$ cat src/rtl/br_pred_ctrl.sv
// Next-PC controller: direct-mapped BTB with 2-bit counters, verified at decode (direct J/CALL)
// and at execute (resolved outcome), with redirect/squash generation and a mispredict counter.
module br_pred_ctrl #(
  parameter int unsigned PC_W     = 6,
  parameter int unsigned IDX_W    = 3,
  parameter logic [1:0]  CNT_INIT = 2'b01,
  parameter int unsigned MISP_W   = 16
) (
  input  logic              clk,
  input  logic              reset,
  input  logic [PC_W-1:0]   i_pc_fetch,
  input  logic              i_fetch_valid,
  input  logic              i_stall,
  input  logic              i_dec_valid,
  input  logic              i_dec_direct,
  input  logic [PC_W-1:0]   i_dec_offset,
  input  logic              i_ex_valid,
  input  logic              i_ex_is_br,
  input  logic              i_ex_taken,
  input  logic [PC_W-1:0]   i_ex_target,
  output logic [PC_W-1:0]   o_pc_addr,
  output logic              o_pred_taken,
  output logic              o_squash_fetch,
  output logic              o_squash_dec,
  output logic [MISP_W-1:0] o_misp_cnt
);

  localparam int unsigned Depth = 2 ** IDX_W;
  localparam int unsigned TagW  = PC_W - IDX_W;

  logic [Depth-1:0] btb_valid_q;
  logic [TagW-1:0]  btb_tag_q [Depth];
  logic [PC_W-1:0]  btb_tgt_q [Depth];
  logic [1:0]       btb_cnt_q [Depth];

  logic [PC_W-1:0]   dec_pc_q, dec_pred_q, ex_pc_q, ex_pred_q;
  logic              dec_valid_q, ex_valid_q;
  logic [MISP_W-1:0] misp_q;

  logic [IDX_W-1:0] f_idx, x_idx;
  logic [TagW-1:0]  f_tag, x_tag;
  logic             f_hit, x_hit, pred_taken, dec_misp, ex_misp, btb_upd;
  logic [PC_W-1:0]  pred_pc, dec_tgt, ex_act;

  always_comb begin
    f_idx      = i_pc_fetch[IDX_W-1:0];
    f_tag      = i_pc_fetch[PC_W-1:IDX_W];
    f_hit      = btb_valid_q[f_idx] && (btb_tag_q[f_idx] == f_tag);
    pred_taken = i_fetch_valid && f_hit && btb_cnt_q[f_idx][1];
    pred_pc    = pred_taken ? btb_tgt_q[f_idx] : i_pc_fetch + PC_W'(1);

    dec_tgt  = dec_pc_q + PC_W'(1) + i_dec_offset;
    dec_misp = !i_stall && i_dec_valid && dec_valid_q && i_dec_direct && (dec_pred_q != dec_tgt);

    ex_act  = (i_ex_is_br && i_ex_taken) ? i_ex_target : ex_pc_q + PC_W'(1);
    ex_misp = !i_stall && i_ex_valid && ex_valid_q && (ex_pred_q != ex_act);

    x_idx   = ex_pc_q[IDX_W-1:0];
    x_tag   = ex_pc_q[PC_W-1:IDX_W];
    x_hit   = btb_valid_q[x_idx] && (btb_tag_q[x_idx] == x_tag);
    btb_upd = !i_stall && i_ex_valid && ex_valid_q && i_ex_is_br;
  end

  always_comb begin
    o_pc_addr      = pred_pc;
    o_pred_taken   = pred_taken;
    o_squash_fetch = 1'b0;
    o_squash_dec   = 1'b0;
    o_misp_cnt     = misp_q;
    if (ex_misp) begin
      o_pc_addr      = ex_act;
      o_squash_fetch = 1'b1;
      o_squash_dec   = 1'b1;
    end else if (dec_misp) begin
      o_pc_addr      = dec_tgt;
      o_squash_fetch = 1'b1;
    end
  end

  // Stage registers; a decode redirect becomes the prediction the instruction carries onward.
  always_ff @(posedge clk or negedge reset) begin
    if (!reset) begin
      dec_pc_q    <= '0;
      dec_pred_q  <= '0;
      dec_valid_q <= 1'b0;
      ex_pc_q     <= '0;
      ex_pred_q   <= '0;
      ex_valid_q  <= 1'b0;
      misp_q      <= '0;
    end else if (!i_stall) begin
      dec_pc_q    <= i_pc_fetch;
      dec_pred_q  <= pred_pc;
      dec_valid_q <= i_fetch_valid && !o_squash_fetch;
      ex_pc_q     <= dec_pc_q;
      ex_pred_q   <= dec_misp ? dec_tgt : dec_pred_q;
      ex_valid_q  <= dec_valid_q && !o_squash_dec;
      if (ex_misp && (misp_q != '1)) begin
        misp_q <= misp_q + MISP_W'(1);
      end
    end
  end

  always_ff @(posedge clk or negedge reset) begin
    if (!reset) begin
      btb_valid_q <= '0;
      for (int i = 0; i < Depth; i++) begin
        btb_tag_q[i] <= '0;
        btb_tgt_q[i] <= '0;
        btb_cnt_q[i] <= CNT_INIT;
      end
    end else if (btb_upd) begin
      if (i_ex_taken) begin
        btb_valid_q[x_idx] <= 1'b1;
        btb_tag_q[x_idx]   <= x_tag;
        btb_tgt_q[x_idx]   <= i_ex_target;
        if (!x_hit) begin
          btb_cnt_q[x_idx] <= 2'b10;
        end else if (btb_cnt_q[x_idx] != 2'b11) begin
          btb_cnt_q[x_idx] <= btb_cnt_q[x_idx] + 2'b01;
        end
      end else if (x_hit && (btb_cnt_q[x_idx] != 2'b00)) begin
        btb_cnt_q[x_idx] <= btb_cnt_q[x_idx] - 2'b01;
      end
    end
  end

endmodule
$ cat config.mk
export PLATFORM = sky130hd
export DESIGN_NAME = br_pred_ctrl
export DESIGN_NICKNAME = d
export VERILOG_FILES = /design/src/rtl/br_pred_ctrl.sv
export SDC_FILE = /design/constraint.sdc
export NUM_CORES = 1
export LEC_CHECK = 0
export ABC_CLOCK_PERIOD_IN_PS = 3700
export BUFFER_PORTS_ARGS = -buffer_cell sky130_fd_sc_hd__buf_2
export CORE_UTILIZATION = 40
export CTS_CLUSTER_DIAMETER = 60
export DETAILED_ROUTE_END_ITERATION = 6
export PLACE_DENSITY = 0.65
export SETUP_SLACK_MARGIN = 0.05
export SYNTH_ARGS = -nofsm -noshare
export SYNTH_HDL_FRONTEND = slang
export SYNTH_SLANG_ARGS = --single-unit
$ cat constraint.sdc
create_clock -name clk -period 3.7 [get_ports clk]
set_input_delay 0.37 -clock clk [delete_from_list [all_inputs] [get_ports clk]]
set_output_delay 0.37 -clock clk [all_outputs]
set_load 0.03 [all_outputs]
==> results of run 1 <==
registers in the layout, indices dropped and copies added (netlist names):
register     count
btb_tag_q       24
btb_valid_q      8
ex_pc_q          6
o_misp_cnt      16
btb_cnt_q       16
dec_pc_q         6
dec_valid_q      1
dec_pred_q       6
btb_tgt_q       48
ex_valid_q       1
ex_pred_q        6
Yosys cell counts, types with 3 or more instances:
library cell | n | area (sq um)
a211oi_1 | 4 | 30.0
a21o_1 | 3 | 22.5
a21oi_1 | 11 | 55.1
a221oi_1 | 3 | 26.3
a31oi_1 | 4 | 25.0
and2_1 | 3 | 18.8
and3_1 | 5 | 31.3
and4_1 | 3 | 26.3
buf_1 | 3 | 11.3
buf_2 | 10 | 50.1
clkbuf_1 | 21 | 78.8
dfrtp_1 | 130 | 3250
dfstp_2 | 8 | 210
ha_1 | 10 | 125
inv_1 | 20 | 75.1
mux2_2 | 104 | 1170
mux2i_1 | 23 | 230
mux4_2 | 18 | 405
nand2_1 | 57 | 214
nand2b_1 | 11 | 68.8
nand3_1 | 21 | 105
nand4_1 | 6 | 37.5
nand4b_1 | 3 | 26.3
nor2_1 | 32 | 120
nor2b_1 | 5 | 31.3
nor3_1 | 4 | 20.0
o2111ai_1 | 3 | 26.3
o211ai_1 | 5 | 37.5
o21ai_0 | 33 | 165
o22ai_1 | 3 | 18.8
o31ai_1 | 4 | 30.0
or2_2 | 4 | 25.0
xnor2_1 | 27 | 236
xor2_1 | 15 | 131
critical path: cells and delay by family (launching register included):
family                     cells  cell delay, ns
AOI/OAI and AO/OA              5            1.21
adders and majority gates      1            0.23
buffers and inverters          2            0.33
DFF                            1            0.45
and+or+nand+nor                2            0.52
what timing repair did:
action	in CTS	in global routing
hold buffers	0	0
pin swaps	2	6
setup endpoints to repair	6	6
gates resized for setup	2	17
setup buffers	2	3
report_power, final:
part           internal (mW)  switching [mW]
registers               1.67           0.148
clock network           1.09           0.643
logic                  0.358           0.439
routing by layer:
metal | GRT usage | up-vias
li1 | - | 2452
met4 | 0.0579 | 0
met1 | 0.266 | 2704
met5 | 0 | -
met2 | 0.322 | 193
met3 | 0.0539 | 17
worst max-delay path by stage:
stage / from / to / slack [ns] / cells past startpoint
CTS: dec_pc_q[0] / o_pc_addr[1] / 0.06 / 13
finish: ex_pc_q[0] / o_pc_addr[2] / 0.17 / 10
global placement: i_dec_offset[0] / o_pc_addr[5] / 0.32 / 13
floorplan: i_ex_taken / o_pc_addr[3] / 0.14 / 10
global route: ex_pc_q[2] / o_pc_addr[3] / 0.04 / 9
detailed placement: i_dec_offset[0] / o_pc_addr[5] / 0.32 / 13
metrics by stage:
| step | hold slack (ns) | setup WS [ns] |
|---|---|---|
| 3_5_place_dp | 0.474 | 0.316 |
| 5_1_grt | 0.156 | 0.0442 |
| 4_1_cts | 0.110 | 0.0581 |
| 6_report | 0.0617 | 0.166 |
| 3_3_place_gp | 0.466 | 0.324 |
| 2_1_floorplan | 0.0744 | 0.143 |
area by class of cell:
class,instances,share of cell area
well taps,229,0.0329
inverters,22,0.00990
clock buffers,20,0.0524
multi-input cells,455,0.442
repair buffers,71,0.0485
clock inverters,10,0.0164
flip-flops and latches,138,0.398
cell families (layout without fill, tap and decap cells):
logic type               after synthesis  in the layout  share of synthesized area
AND/OR/NAND/NOR                      165            165                      0.110
multiplexers                         147            147                      0.247
flip-flops                           138            138                      0.461
AO/OA/AOI/OAI                         90             90                     0.0824
buffers and inverters                 58            123                     0.0316
XOR/XNOR                              42             42                     0.0489
adder cells (fa/ha/maj)               11             11                     0.0193
==> parameters.txt, run 1 <==
Parameter                              Value

Critical path
  Crit path cell chain    ha_2 > nor3b_1 > a311oi_1 > a211oi_2 > a2111oi_4 > a21o_1 > inv_1 > or2_2 > o21ai_0 > buf_2
  Worst reg2reg setup slack    0.66 ns
  Kind of capture point of the worst setup path    primary output
  Max stage delay cell, worst path    dfrtp_2
  Worst R2R End    btb_cnt_q[9]
  Data arrival, critical path    3.16 ns
  Data required time at the worst endpoint    3.33 ns
  Register-to-Register Path Depth    9
  Category of the worst setup path launch point    flop
  Path type of the worst setup path    flop to primary output
  Launching point of the worst reg2reg path    ex_pc_q[1]
  CP Max Fanout    6
  CP peak stage delay    0.45 ns

Finish
  Cell Count, Final, Fillers Out    945
  Share of post-route cells with drive strength above 1    0.358
  Count of antenna diodes in the layout    0
  Post-route cell area    8720 sq um
  Area Overhead vs Synth    15.9%
  Most common cell after layout, fill and taps aside    dfrtp_1
  Utilization of the core after routing    0.479
  Number of filler cells placed in the layout    1615
  Area of combinational cells with multiple inputs    3850 sq um
  Most frequent cells in the layout    127 x dfrtp_1, 104 x mux2_2, 57 x nand2_1
  Final net count    743
  Sequential Area    3470 sq um

Drt
  Remaining routing DRC violations    8
  Overall routed net length    18300 um
  Total via count in the routed design    5366
  Avg WL per Cell    19.4 um
  Iteration-0 DRC Markers    368
  Met3 routed wirelength    1180 um
  Uppermost layer routed    met4
  Met2 wirelength from detailed routing    8640 um
  Drt first pass iters    7
  Post-DR vias/cell    5.68
  Routed length on met1    8300 um
  Residual antenna-violating net count after detailed routing    0

STA
  Setup clock skew after layout    0.00978 ns
  Min Tclk post-route    3.53 ns
  Portion of the clock cycle consumed by the worst path in the final layout    0.955
  Worst-Margin Slew    0.960 ns
  Total count of max-transition violations in the final report    0
  Setup repair after global routing missed its margin    no
  Count of endpoints failing setup in the final report    0
  Hold violation total from the final report    0
  Fin Setup TNS    0 ns
  Fmax    283 MHz
  Max-Slew Margin vs Limit    0.360

Status
  Failing checks    DRC
  Run status    finished, violations left

Clock tree
  Clock Pin Slew Worst Setup and Hold Paths    0.06 ns
  Bufs on Longest Clock Path    2
  Root Buffer    clkbuf_16
  TritonCTS clock tree    done
  Clock latency of the later-clocked register in the worst-skew pair    0.42 ns
  Number of H-tree branching levels    4
  TritonCTS buffer count    17
  Number of clock sinks    138

Worst hold path
  Class of the worst hold path    input port to async pin

Logic synthesis
  Sequential cell area fraction in the yosys report    0.461
  Post-Synthesis Cell Area    7520 sq um
  Number of flip-flops and latches in the synthesized netlist    138
  Number of warnings reported in the yosys synthesis log    0
  Dominant synthesized flop cell    dfrtp_1
  Distinct cell type count after synthesis    62
  Number of instances in the synthesized netlist    651
  Synthesized area divided by synthesized cell count    11.5 sq um
  Post-Synthesis Net Count    689
  Number of enable-type register cells in the synthesized netlist    0
  Share of synthesized registers carrying an async set or reset    1.00

Placed design
  Detail Placement HPWL    13000 um
  Gpl congestion    0.846
  Number of placed instances, taps included    910
  Placed cell areas    8020 sq um
  Count of buffers inserted at the top-level ports    51

Global route
  Maximum number of pins on one net before global-route repair    108
  Global-route wire length before repair    29800 um
  Remaining Overflow, GRT    0
  Number of global-route vias before repair    5532
  Initial antenna violation count    0
  Total global routing track utilization    0.200

Power
  Largest vdd supply drop    0.311 mV
  Areal power density over the cells    499 nW/um^2
  Total design power    4.35 mW
  Leak pwr    4.03 nW

Floorplan
  Rows    49
  Y dimension of the die    139 um
  Number of primary I/O pins    52
  Initial core utilization    0.413
  Area of the core region    18200 sq um
  Die Width    139 um
  Total Die Area    19300 sq um

Flow run
  Max_cap viols    0
Power figures use the tool's default switching activity.
==> run 2: changes to the inputs <==
REMOVE_ABC_BUFFERS = 1   (was not set)
==> parameters.txt, run 2 (same netlist as run 1, synthesis figures left out) <==
Parameter                              Value

Status
  Run status    finished, violations left
  Failing checks    DRC

Critical path
  Register-to-Register Path Depth    9 (unchanged)
  CP Max Fanout    4 (-2)
  Data arrival, critical path    3.14 ns (-0.02 ns)
  Data required time at the worst endpoint    3.33 ns (about the same)
  Kind of capture point of the worst setup path    primary output
  Category of the worst setup path launch point    flop
  Path type of the worst setup path    flop to primary output

Drt
  Overall routed net length    18600 um (+1.6%)
  Remaining routing DRC violations    9 (+1)
  Post-DR vias/cell    5.59 (-1.5%)
  Iteration-0 DRC Markers    388 (+5.4%)
  Drt first pass iters    7 (unchanged)
  Total via count in the routed design    5326 (-0.75%)
  Avg WL per Cell    19.5 um (+0.87%)
  Residual antenna-violating net count after detailed routing    0 (unchanged)

Finish
  Number of flip-flops in the largest register    48 (unchanged)
  Most frequent cells in the layout    130 x dfrtp_1, 104 x mux2_2, 57 x nand2_1
  Area Overhead vs Synth    16.5%
  Largest registers ranked by flip-flop count    btb_tgt_q: 48 flops, btb_tag_q: 24 flops
  Post-route cell area    8760 sq um (+0.49%)
  Sequential Area    3460 sq um (-0.11%)
  Most common cell after layout, fill and taps aside    dfrtp_1
  Largest register by flop count    btb_tgt_q
  Final net count    748 (+0.67%)
  Utilization of the core after routing    0.481 (+0.00234)
  Area of combinational cells with multiple inputs    3860 sq um (+0.26%)
  Count of antenna diodes in the layout    0 (unchanged)
  Share of post-route cells with drive strength above 1    0.355 (-0.00208)
  Number of filler cells placed in the layout    1624 (+0.56%)

Power
  Switching portion of total power    0.292 (+0.00928)
  Internal power of the cells    3.10 mW (-0.48%)
  Areal power density over the cells    501 nW/um^2 (+0.34%)
  Sequential share of power    0.413 (-0.005)
  Net Sw Power    1.28 mW (+4.1%)
  Leak pwr    4.05 nW (+0.62%)
  Power share of the clock group    0.400 (about the same)
  Part of the total power dissipated in combinational logic    0.187 (+0.004)
  Largest vdd supply drop    0.314 mV (+0.95%)

STA
  Setup clock skew after layout    0.0109 ns (+0.00111 ns)
  Hold violation total from the final report    0 (unchanged)
  Hold Worst Slack    0.0460 ns (-0.0157 ns)
  Count of endpoints failing setup in the final report    0 (unchanged)
  Portion of the clock cycle consumed by the worst path in the final layout    0.950 (-0.00521)
  Min Tclk post-route    3.51 ns (-0.0193 ns)
  Fmax    285 MHz (+0.55%)
  Worst-Margin Slew    0.936 ns (-0.0240 ns)
  Total count of max-transition violations in the final report    0 (unchanged)
  Setup repair after global routing missed its margin    yes
  Max-Slew Margin vs Limit    0.376 (+0.0160)

Placed design
  Placed cell areas    8060 sq um (+0.47%)
  Gpl congestion    0.864 (+2.1%)
  Count of buffers inserted at the top-level ports    51 (unchanged)
  Detail Placement HPWL    13000 um (+0.11%)

Floorplan
  Rows    49 (unchanged)
  Total Die Area    19300 sq um (unchanged)
  Initial core utilization    0.413 (unchanged)
  Y dimension of the die    139 um (unchanged)
  Die Width    139 um (unchanged)
  Number of primary I/O pins    52 (unchanged)
  Area of the core region    18200 sq um (unchanged)

Global route
  Global-route wire length before repair    30800 um (+3.4%)
  Number of global-route vias before repair    5582 (+0.90%)
  Maximum number of pins on one net before global-route repair    101 (-6.5%)
  Initial antenna violation count    0 (unchanged)
  Remaining Overflow, GRT    0 (unchanged)
  Total global routing track utilization    0.207 (+0.00603)

Flow run
  Max_cap viols    0 (unchanged)

Clock tree
  TritonCTS buffer count    17 (unchanged)
  Bufs on Longest Clock Path    2 (unchanged)
  Clock Pin Slew Worst Setup and Hold Paths    0.06 ns (about the same)
  Number of H-tree branching levels    4 (unchanged)
  Clock latency of the later-clocked register in the worst-skew pair    0.43 ns (about the same)
  TritonCTS clock tree    done
  Root Buffer    clkbuf_16
  Number of clock sinks    138 (unchanged)
  Hold-fix buffers, CTS    0 (unchanged)

Worst hold path
  Class of the worst hold path    input port to async pin
## run 2: cell type report
class / instances / area share
inverters: 22 / 0.00943
multi-input cells: 455 / 0.441
flip-flops and latches: 138 / 0.395
clock inverters: 13 / 0.0190
repair buffers: 76 / 0.0528
well taps: 229 / 0.0327
clock buffers: 19 / 0.0494
## run 2: worst paths after layout
| kind | from | endpoint | slack (ns) |
|---|---|---|---|
| min | reset | dec_pred_q[5] | 0.05 |
| min in group clk | i_pc_fetch[5] | dec_pc_q[5] | 0.26 |
| max in group asynchronous | reset | btb_tag_q[4] | 2.79 |
| min reg2reg | o_misp_cnt[9] | o_misp_cnt[9] | 0.49 |
| max reg2reg | ex_pc_q[1] | btb_cnt_q[3] | 0.60 |
| max | dec_pc_q[0] | o_pc_addr[5] | 0.19 |
## run 2: worst max-delay path, stage by stage (launching register included)
cell	delay, ns
dfrtp_1	0.34
inv_1	0.06
ha_2	0.20
fa_2	0.36
nand2b_4	0.16
a21oi_4	0.16
xor2_2	0.19
xor2_1	0.19
nor3_2	0.07
a21oi_2	0.20
buf_4	0.16
mux2_2	0.33
a21oi_2	0.15
buf_6	0.15
## run 2: repair_timing
action                                 4_1_cts  5_1_grt
endpoints found under the hold margin        0        0
pin swaps                                    3        7
setup endpoints to repair                    5        6
setup buffers                                1        4
resized for setup                            6       11
cloned                                       0        0
## run 2: stage by stage
stage | setup slack (ns) | total power [mW] | cells | setup TNS [ns]
after global placement | 0.243 | 2.59 | 915 | 0
final | 0.186 | 4.39 | 952 | 0
after detailed placement | 0.215 | 2.62 | 915 | 0
after global routing | 0.0274 | 4.58 | 952 | 0
after floorplan | -0.525 | 2.33 | 615 | -0.993
after CTS | 0.0250 | 4.40 | 948 | 0
## run 2: power by group through the flow
stage / logic (mW) / clock network, mW / registers, mW
2_1_floorplan: 0.482 / 0 / 1.85
3_3_place_gp: 0.764 / 0 / 1.82
3_5_place_dp: 0.783 / 0 / 1.84
4_1_cts: 0.799 / 1.79 / 1.81
5_1_grt: 0.897 / 1.85 / 1.84
6_report: 0.820 / 1.75 / 1.81
## run 2: routing by layer
layer  GRT usage  routed length [um]  up-vias  share of wire
met2       0.332                9120      140           0.49
li1            -                   -     2467              -
met1       0.275                8330     2705           0.45
met3      0.0456                 987       14          0.053
met4      0.0719                 153        0         0.0082
met5           0                   0        -              0
==> run 3: changes to the inputs <==
ABC_AREA = 1   (was not set)
==> parameters.txt, run 3 <==
Parameter                              Value

Finish
  Number of filler cells placed in the layout    1918 (+18%)
  Largest register by flop count    btb_tgt_q
  Share of post-route cells with drive strength above 1    0.111 (-0.244)
  Number of flip-flops in the largest register    48 (unchanged)
  Area Overhead vs Synth    13.8%
  Count of antenna diodes in the layout    0 (unchanged)
  Most frequent cells in the layout    389 x nand2_1, 138 x o21ai_0, 129 x dfrtp_1
  Most common cell after layout, fill and taps aside    nand2_1
  Final net count    1165 (+56%)
  Largest registers ranked by flip-flop count    btb_tgt_q: 48 flops, btb_tag_q: 24 flops

Drt
  Overall routed net length    22000 um (+18%)
  Iteration-0 DRC Markers    697 (+80%)
  Post-DR vias/cell    5.17 (-7.5%)
  Remaining routing DRC violations    1 (-8)
  Total via count in the routed design    7243 (+36%)
  Drt first pass iters    7 (unchanged)
  Residual antenna-violating net count after detailed routing    0 (unchanged)
  Avg WL per Cell    15.7 um (-20%)

Status
  Failing checks    DRC, hold timing
  Run status    finished, violations left

STA
  Worst-Margin Slew    0.887 ns (-0.0491 ns)
  Count of endpoints failing setup in the final report    0 (unchanged)
  Fmax    297 MHz (+4.2%)
  Total count of max-transition violations in the final report    0 (unchanged)
  Hold Worst Slack    -0.0241 ns (-0.0701 ns)
  Portion of the clock cycle consumed by the worst path in the final layout    0.911 (-0.0386)
  Setup clock skew after layout    0.0168 ns (+0.00590 ns)
  Setup repair after global routing missed its margin    no
  Max-Slew Margin vs Limit    0.407 (+0.0313)
  Hold violation total from the final report    23 (+23)
  Worst-case setup margin in the final layout    0.328 ns (+0.143 ns)
  Fin Setup TNS    0 ns (unchanged)
  Min Tclk post-route    3.37 ns (-0.143 ns)

Clock tree
  TritonCTS clock tree    done
  Clock latency of the later-clocked register in the worst-skew pair    0.44 ns (about the same)
  Root Buffer    clkbuf_16
  TritonCTS buffer count    17 (unchanged)
  Number of H-tree branching levels    4 (unchanged)
  Number of clock sinks    138 (unchanged)
  Clock Pin Slew Worst Setup and Hold Paths    0.06 ns (about the same)
  Setup fix buffers added after clock tree synthesis    0 (-1)
  Bufs on Longest Clock Path    2 (unchanged)

Power
  Part of the total power dissipated in combinational logic    0.184 (-0.003)
  Power share of the clock group    0.397 (-0.003)
  Areal power density over the cells    472 nW/um^2 (-5.7%)
  Sequential share of power    0.418 (+0.005)
  Internal power of the cells    2.88 mW (-7.2%)
  Net Sw Power    1.33 mW (+3.8%)
  Leak pwr    4.41 nW (+8.8%)
  Largest vdd supply drop    0.408 mV (+30%)
  Switching portion of total power    0.316 (+0.0237)

Placed design
  Count of buffers inserted at the top-level ports    51 (unchanged)
  Detail Placement HPWL    14900 um (+15%)
  Gpl congestion    0.871 (+0.82%)
  Worst Setup Slack post-DPL    0.482 ns (+0.267 ns)

Logic synthesis
  Sequential cell area fraction in the yosys report    0.442 (-0.0185)
  Synthesized area divided by synthesized cell count    7.21 sq um (-38%)
  Number of flip-flops and latches in the synthesized netlist    138 (unchanged)
  Main combinational cell family by area after synthesis    simple AND/OR/NAND/NOR gates
  Post-synthesis simple-gate area fraction    0.316 (+0.206)
  Cell types with the highest counts after synthesis    391 x nand2_1, 138 x o21ai_0, 130 x dfrtp_1
  Number of enable-type register cells in the synthesized netlist    0 (unchanged)
  Fraction of synthesized area in multiplexers    0 (-0.247)
  Cell taking the most area after synthesis    dfrtp_1
  Number of warnings reported in the yosys synthesis log    0 (unchanged)
  Post-Synth XOR/XNOR Area    0.0280 (-0.0210)
  Distinct cell type count after synthesis    37 (-40%)
  Area fraction in compound gates after synthesis    0.127 (+0.0451)
  Share of synthesized registers carrying an async set or reset    1.00 (unchanged)
  Post-Synthesis Cell Area    7830 sq um (+4.2%)
  Post-Synth Adder-Cell Area    0.0185 (-0.000774)
  Cells taking the most area after synthesis    dfrtp_1 42%, nand2_1 19%, o21ai_0 8.8%
  Yosys top cell area share    0.415 (-0.0173)
  Most common cell in the netlist    nand2_1
  Number of instances in the synthesized netlist    1087 (+67%)
  Dominant synthesized flop cell    dfrtp_1

Global route
  Total global routing track utilization    0.234 (+0.0270)
  Initial antenna violation count    0 (unchanged)
  Remaining Overflow, GRT    0 (unchanged)
  Global-route wire length before repair    35900 um (+17%)
  Maximum number of pins on one net before global-route repair    81 (-20%)
  Number of global-route vias before repair    6857 (+23%)

Critical path
  CP startpoint    dec_pc_q[0]
  Kind of capture point of the worst setup path    primary output
  Path type of the worst setup path    flop to primary output
  Launching point of the worst reg2reg path    ex_pc_q[1]
  Data required time at the worst endpoint    3.33 ns (about the same)
  Data arrival, critical path    3.00 ns (-0.14 ns)
  CP Max Fanout    15 (+11)
  Category of the worst setup path launch point    flop

Floorplan
  Die Width    142 um (+2.0%)
  Initial core utilization    0.413 (about the same)
  Rows    50 (+2.0%)
  Y dimension of the die    142 um (+2.0%)
  Number of primary I/O pins    52 (unchanged)
  Area of the core region    19000 sq um (+4.1%)
  Total Die Area    20100 sq um (+4.1%)

Flow run
  Max_cap viols    0 (unchanged)

Worst hold path
  Class of the worst hold path    input port to async pin
==> run 3: changes by cell type after synthesis, sizes merged, moves of 19 or more <==
cell	before	now
inv	20	91
mux2	104	0
mux2i	23	0
mux4	20	0
nand2	57	395
nand3	21	87
nor2	32	66
o21ai	33	152
xnor2	27	8
==> run 3: layout make-up <==
| type | instances | area (sq um) | share of cell area |
|---|---|---|---|
| Sequential cell | 138 | 3460 | 0.389 |
| Inverter | 91 | 347 | 0.0389 |
| Clock inverter | 12 | 114 | 0.0128 |
| Clock buffer | 20 | 467 | 0.0524 |
| Timing Repair Buffer | 63 | 352 | 0.0394 |
| Multi-Input combinational cell | 816 | 3850 | 0.431 |
| Tap cell | 260 | 325 | 0.0365 |
==> run 3: cells by family (layout without fill, tap and decap cells) <==
family                   Yosys count  in the layout
adder cells (fa/ha/maj)           11             11
flip-flops                       138            138
buffers and inverters            133            186
AO/OA/AOI/OAI                    188            188
XOR/XNOR                          25             25
AND/OR/NAND/NOR                  592            592
==> run 3: through the flow <==
step                 util  power [mW]  hold slack (ns)  std cells  cell area, sq um
floorplan               -        2.28           0.0744       1045              7640
global placement    0.439        2.54            0.462       1368              8320
detailed placement  0.439        2.55            0.465       1368              8320
CTS                 0.470        4.24           0.0201       1400              8900
global route        0.470        4.44           0.0337       1400              8910
finish              0.470        4.21          -0.0241       1400              8910
==> run 3: power by group through the flow <==
| stage | Clock, mW | Combinational, mW | Sequential, mW |
|---|---|---|---|
| after floorplan | 0 | 0.491 | 1.79 |
| after global placement | 0 | 0.756 | 1.78 |
| after detailed placement | 0 | 0.772 | 1.78 |
| after CTS | 1.71 | 0.774 | 1.76 |
| after global routing | 1.78 | 0.882 | 1.78 |
| final | 1.67 | 0.776 | 1.76 |
==> run 3: final timing paths <==
check | depth (start not counted) | to | slack (ns)
min reg2reg | 2 | btb_cnt_q[4] | 0.48
max reg2reg | 14 | btb_cnt_q[15] | 0.73
min in group clk | 3 | dec_pc_q[5] | 0.27
max | 15 | o_pc_addr[1] | 0.33
min | 1 | btb_tag_q[20] | -0.02
max in group asynchronous | 2 | ex_pc_q[2] | 2.76
==> run 3: repair_timing <==
item,4_1_cts,5_1_grt
hold buffers,0,0
resized for setup,0,6
setup endpoints to repair,0,7
==> run 3: worst max-delay path: stages, from the launching register on <==
cell and delay, ns:
dfrtp_1 0.34, inv_1 0.05, ha_1 0.20, fa_1 0.57
xor2_1 0.16, nand3_1 0.09, nor2_1 0.10, nand3_1 0.08
nor2_1 0.10, nand2_1 0.15, nand2_4 0.18, nand2_1 0.12
inv_1 0.10, nand2_1 0.05, nand3_1 0.07, buf_2 0.21
==> run 3: per-layer routing <==
layer,share of wire,track usage,wire length [um]
met1,0.46,0.312,10100
met5,0,0,0
met4,0.030,0.102,667
met2,0.46,0.371,10100
met3,0.050,0.0431,1100
